===== src/rtl/conv_ctrl_pkg.sv =====
// conv_ctrl_pkg: shared types, default sizes and helper functions for the
// convolution coprocessor register-bank controller.
//   state_t     : controller FSM encoding
//   onehot()    : one-hot decode of a register index
//   range_mask(): bit mask with bits lo..hi-1 set
package conv_ctrl_pkg;

  typedef enum logic [2:0] {
    IDLE  = 3'd0,
    CLEAR = 3'd1,
    LOAD  = 3'd2,
    PAD   = 3'd3,
    DONE  = 3'd4
  } state_t;

  localparam int DEF_DATA_WIDTH = 8;
  localparam int DEF_NUM_REGS   = 32;

  // Helpers work on the largest legal bank; callers slice to NUM_REGS.
  localparam int MAX_REGS = 32;
  localparam int IDX_W    = 6;

  function automatic logic [MAX_REGS-1:0] onehot(input logic [IDX_W-1:0] idx);
    onehot = {{(MAX_REGS-1){1'b0}}, 1'b1} << idx;
  endfunction

  // Bits i with lo <= i < hi are set; empty when lo >= hi.
  function automatic logic [MAX_REGS-1:0] range_mask(input logic [IDX_W-1:0] lo,
                                                     input logic [IDX_W-1:0] hi);
    range_mask = '0;
    for (int i = 0; i < MAX_REGS; i++) begin
      range_mask[i] = (IDX_W'(i) >= lo) && (IDX_W'(i) < hi);
    end
  endfunction

endpackage


===== src/rtl/conv_reg_bank_ctrl.sv =====
// conv_reg_bank_ctrl: load/clear sequencer for the convolution coprocessor
// sample register bank. Clears the bank at frame start, then writes each
// accepted stream sample into the next register and pulses done_o.
// Optional feature macro: CONV_CTRL_ZERO_PAD_EN (early frame end on s_last_i,
// with a PAD cycle that clears the unused tail of the frame).
// Ports:
//   clk, rst            : clock, synchronous active-high reset
//   start_i, abort_i    : frame start (IDLE only) / frame cancel
//   len_i               : samples per frame (0 or > NUM_REGS means NUM_REGS)
//   s_valid_i, s_data_i, s_last_i, s_ready_o : sample stream handshake
//   en_o, clr_o, d_o    : registered register-bank write controls
//   busy_o, done_o      : status; done_o is a one-cycle completion pulse
//   count_o             : samples written in the current/last frame
module conv_reg_bank_ctrl
  import conv_ctrl_pkg::*;
#(
  parameter int DATA_WIDTH = DEF_DATA_WIDTH,
  parameter int NUM_REGS   = DEF_NUM_REGS,
  parameter int CNT_W      = $clog2(NUM_REGS+1)
) (
  input  logic                  clk,
  input  logic                  rst,
  input  logic                  start_i,
  input  logic                  abort_i,
  input  logic [CNT_W-1:0]      len_i,
  input  logic                  s_valid_i,
  input  logic [DATA_WIDTH-1:0] s_data_i,
  input  logic                  s_last_i,
  output logic                  s_ready_o,
  output logic [NUM_REGS-1:0]   en_o,
  output logic [NUM_REGS-1:0]   clr_o,
  output logic [DATA_WIDTH-1:0] d_o,
  output logic                  busy_o,
  output logic                  done_o,
  output logic [CNT_W-1:0]      count_o
);

  localparam logic [CNT_W-1:0] NREGS_C = CNT_W'(NUM_REGS);

  state_t                state_q, state_d;
  logic [CNT_W-1:0]      len_q, len_d;
  logic [CNT_W-1:0]      wr_idx_q, wr_idx_d;
  logic [CNT_W-1:0]      count_q, count_d;
  logic [CNT_W-1:0]      count_inc;
  logic [NUM_REGS-1:0]   en_d, clr_d;
  logic                  done_d;
  logic                  ld_data;
  logic                  accept;
  logic [MAX_REGS-1:0]   oh_full;

`ifdef CONV_CTRL_ZERO_PAD_EN
  logic [MAX_REGS-1:0]   pad_full;
`else
  logic                  unused_last;
  assign unused_last = s_last_i;
`endif

  assign s_ready_o = (state_q == LOAD);
  assign busy_o    = (state_q != IDLE);
  assign count_o   = count_q;
  assign accept    = s_valid_i && s_ready_o;
  assign count_inc = count_q + CNT_W'(1);

  always_comb begin
    state_d  = state_q;
    len_d    = len_q;
    wr_idx_d = wr_idx_q;
    count_d  = count_q;
    en_d     = '0;
    clr_d    = '0;
    ld_data  = 1'b0;
    oh_full  = onehot(IDX_W'(wr_idx_q));
`ifdef CONV_CTRL_ZERO_PAD_EN
    pad_full = range_mask(IDX_W'(count_inc), IDX_W'(len_q));
`endif

    case (state_q)
      IDLE: begin
        if (start_i) begin
          len_d    = ((len_i == '0) || (len_i > NREGS_C)) ? NREGS_C : len_i;
          wr_idx_d = '0;
          count_d  = '0;
          state_d  = CLEAR;
        end
      end
      CLEAR: begin
        clr_d   = '1;
        state_d = LOAD;
      end
      LOAD: begin
        if (accept) begin
          en_d     = oh_full[NUM_REGS-1:0];
          ld_data  = 1'b1;
          wr_idx_d = wr_idx_q + CNT_W'(1);
          count_d  = count_inc;
          if (count_inc == len_q) begin
            state_d = DONE;
`ifdef CONV_CTRL_ZERO_PAD_EN
          end else if (s_last_i) begin
            // Tail registers count+1..len_q-1 are cleared during PAD; the
            // sample being written is below that range, so no overlap with en.
            clr_d   = pad_full[NUM_REGS-1:0];
            state_d = PAD;
`endif
          end
        end
      end
      PAD:     state_d = DONE;
      DONE:    state_d = IDLE;
      default: state_d = IDLE;
    endcase

    // Abort wins over everything in the frame, including a same-cycle sample.
    if (abort_i && (state_q != IDLE)) begin
      state_d  = IDLE;
      en_d     = '0;
      clr_d    = '0;
      ld_data  = 1'b0;
      wr_idx_d = wr_idx_q;
      count_d  = count_q;
    end

    done_d = (state_d == DONE);
  end

  always_ff @(posedge clk) begin
    if (rst) begin
      state_q  <= IDLE;
      len_q    <= '0;
      wr_idx_q <= '0;
      count_q  <= '0;
      en_o     <= '0;
      clr_o    <= '0;
      d_o      <= '0;
      done_o   <= 1'b0;
    end else begin
      state_q  <= state_d;
      len_q    <= len_d;
      wr_idx_q <= wr_idx_d;
      count_q  <= count_d;
      en_o     <= en_d;
      clr_o    <= clr_d;
      done_o   <= done_d;
      if (ld_data) begin
        d_o <= s_data_i;
      end
    end
  end

endmodule


===== config.mk =====
export PLATFORM = sky130hd
export DESIGN_NAME = conv_reg_bank_ctrl
export DESIGN_NICKNAME = d
export VERILOG_FILES = /design/src/rtl/conv_ctrl_pkg.sv /design/src/rtl/conv_reg_bank_ctrl.sv
export SDC_FILE = /design/constraint.sdc
export NUM_CORES = 1
export LEC_CHECK = 0
export ABC_CLOCK_PERIOD_IN_PS = 1860
export CAP_MARGIN = 10
export CORE_UTILIZATION = 27
export DETAILED_ROUTE_END_ITERATION = 10
export DONT_BUFFER_PORTS = 1
export PLACE_DENSITY = 0.48
export SLEW_MARGIN = 10
export SYNTH_ARGS = -nofsm -noshare
export SYNTH_HDL_FRONTEND = slang
export SYNTH_SLANG_ARGS = --single-unit

===== constraint.sdc =====
create_clock -name clk -period 1.86 [get_ports clk]
set_input_delay 0.372 -clock clk [delete_from_list [all_inputs] [get_ports clk]]
set_output_delay 0.372 -clock clk [all_outputs]
set_load 0.005 [all_outputs]

==> flow_summary.yaml <==
floorplanning:
  initial_core_util_pct: 28.0
  io_pins: 101
  core.rowCount: 35
  die_w_um: 99.8
  core-area_um2: 9240
  die_h_um: 99.8
  die_area_um2: 9970
worst_setup_path:
  start_kind: "flip-flop"
  crit_slowest_cell: "dfxtp_1"
  cp.arrival_ns: 2.00
  critical_path_buf_inv_count: 1
  cp_max_fo: 9
  ff2ff_path_depth: 5
  worst_ep_required_time_ns: 2.14
  reg2reg_setup_slack_ns: 0.14
  path_delay_family: "simple AND/OR/NAND/NOR gates"
  critPathMaxStageDelay_ns: 0.46
  worstSetupPathType: "reg -> reg"
  path_cells: "and4bb_2 > nand2b_1 > buf_4 > or3_1 > a21oi_1"
  timing.rr.end: "count_o[3]$_SDFFE_PP0P_"
  reg2reg_from: "state_q[1]$_SDFF_PP0_"
  cp-end-kind: "flip-flop"
cts:
  clock-root-buffer: "clkbuf_8"
  path_clk_slew_ns: 0.07
  worst_skew_pair.late_latency_ns: 0.35
  clkSinkCount: 63
  htree_levels: 3
  cts_buffer_depth: 2
  cts_made_buffers: 9
  cts_tree: "yes"
global_routing:
  use_met1_pct: 13.4
  grt_pass1_wl_mm: 8.71
  grt-ovfl-total: 0
  grt_start_max_net_pins: 33
  use_met2_pct: 18.2
  grt_pass1_vias: 1697
  grt_util_met3_pct: 6.69
  grt_util_all_layers_pct: 11.8
  antenna_found_initial: 1
  grt_busiest_layer: "met2"
timing:
  fin_crit_sh_pct: 92.6
  slew_viol_final: 0
  tightest_slew_ns: 0.612
  max_freq_ghz: 0.581
  period_needed_ns: 1.72
  hold_violations: 0
  fin_worst_skew_ns: 0.00603
  slew_headroom_pct: 58.8
  final-setup-viol-count: 0
  setup_slack_ns: 0.138
  rsz0062_at_grt: "false"
  whs_ns: 0.0882
  setup_tns_ns: 0
status:
  status: "completed"
final_layout:
  final_nets: 292
  layout_common_cells: "62 x dfxtp_1, 35 x nor2_1, 35 x nand2_1"
  final_common_cell: "dfxtp_1"
  instances_no_fill: 400
  drive_above_1_share_pct: 13.3
  area_delta_synth_final_pct: 9.15
  utilization_pct: 30.5
  design_area_um2: 2820
min_path:
  hold_end: "count_o[2]$_SDFFE_PP0P_"
  hold_path_class: "in -> reg"
  min-delay-start: "rst"
  min_path_cells: 1
synthesis:
  ys_seq_elements: 63
  yosys.area.top_type: "dfxtp_1"
  synth_area_leaders: "dfxtp_1 49%, buf_4 9.0%, nand2_1 5.1%"
  synth_nets: 310
  ys_seq_area_share_pct: 48.8
  yosys.area.top_type_share_pct: 48.8
  syn_area_um2: 2580
  synth.distinct_cells: 40
  syn_area_per_cell_um2: 9.13
  syn_inst: 283
  synth_warnings: 0
placement:
  place_congestion: 0.751
  hpwl_mm: 3.83
  pre_cts_ws_ns: 0.0792
  post_dp_cell_area_um2: 2550
  dp_cells: 381
  port-buffer-count: 0
power_and_ir_drop:
  power_density_nw_per_um2: 1030
  power_leakage_nw: 1.03
  peakVddDrop_uv: 343
  fin_total_pwr_mw: 2.90
detailed_routing:
  drt_pass1_iterations: 4
  post-route-drc-count: 0
  antenna_left: 0
  drt_iter0_drc: 37
  routed_wl_mm: 5.44
  routed_via_density: 4.33
  num_vias: 1733
  wl_per_cell_um: 13.6
run:
  maxCapViolations: 0
## worst max-delay path by stage
stage | startpoint | to | slack, ns | cells after the start
finish | state_q[1]$_SDFF_PP0_ | count_o[3]$_SDFFE_PP0P_ | 0.14 | 5
global route | state_q[1]$_SDFF_PP0_ | en_o[26]$_SDFF_PP0_ | 0.02 | 5
CTS | count_o[0]$_SDFFE_PP0P_ | done_o$_SDFF_PP0_ | 0.06 | 5
detailed placement | count_o[0]$_SDFFE_PP0P_ | state_q[1]$_SDFF_PP0_ | 0.08 | 5
global placement | count_o[0]$_SDFFE_PP0P_ | done_o$_SDFF_PP0_ | 0.09 | 5
floorplan | count_o[0]$_SDFFE_PP0P_ | done_o$_SDFF_PP0_ | 0.07 | 5
## power by group
part / total [mW] / internal [mW] / switching (mW) / leakage, nW
clock: 1.45 / 0.891 / 0.559 / 0.116
combinational: 0.0807 / 0.0302 / 0.0505 / 0.405
sequential: 1.37 / 1.36 / 0.0103 / 0.509
## per-layer routing
layer | vias to the layer above | part of all wire [%]
li1 | 882 | -
met1 | 779 | 43
met2 | 63 | 45
met3 | 9 | 10
met4 | 0 | 1.2
met5 | - | 0
## worst register-to-register path: stages, from the launching register on
cell and delay [ns]:
dfxtp_1 0.46, and4bb_2 0.30, nand2b_1 0.18, buf_4 0.23, or3_1 0.35, a21oi_1 0.14
## area by class of cell
| type | instances | area [um^2] |
|---|---|---|
| Fill cell | 981 | 6420 |
| Inverter | 4 | 15.0 |
| Tap cell | 129 | 161 |
| Timing Repair Buffer | 12 | 90.1 |
| Clock buffer | 9 | 124 |
| Clock inverter | 7 | 119 |
| Antenna cell | 1 | 2.50 |
| Sequential cell | 63 | 1260 |
| Multi-Input combinational cell | 175 | 1050 |
## kinds of logic after synthesis
| logic type | share of synthesized area (%) |
|---|---|
| flops | 48.8 |
| simple gates | 24.7 |
| fa+ha+maj | 3.39 |
| buf+inv | 11.2 |
| xor+xnor | 3.39 |
| compound gates | 8.52 |
## timing repair
action                                 CTS  global route
endpoints found under the hold margin    0             0
setup buffers                            0             2
setup endpoints to repair                0            19
resized for setup                        0             1
hold buffers                             0             0
## flip-flops by register name (all words and copies together), names as in the netlist
register  count
done_o        1
state_q       3
wr_idx_q      6
count_o       6
d_o           8
en_o         32
clr_o         1
len_q         6
## cells in the mapped netlist, drive strengths merged
library cell and count:
nand2b 2, nor3 8, inv 4, ha 7, and2 2, xnor2 5
nand3b 6, xor2 5, nor4 1, clkbuf 6, a21oi 19, a211oi 2
dfxtp 63, and3 5, or4 1, nor2 35, o221ai 1, a21o 3
a31o 2, o21bai 1, o21a 1, buf 35, nand3 7, o21ai 5
or3 4, and4bb 1, a31oi 1, a2111oi 1, nor3b 2, or3b 1
nor2b 2, or2 1, nand2 35, nand4 2, nor4b 1, and4b 1
and3b 5
Note: power is estimated with default switching activity, not from simulation.
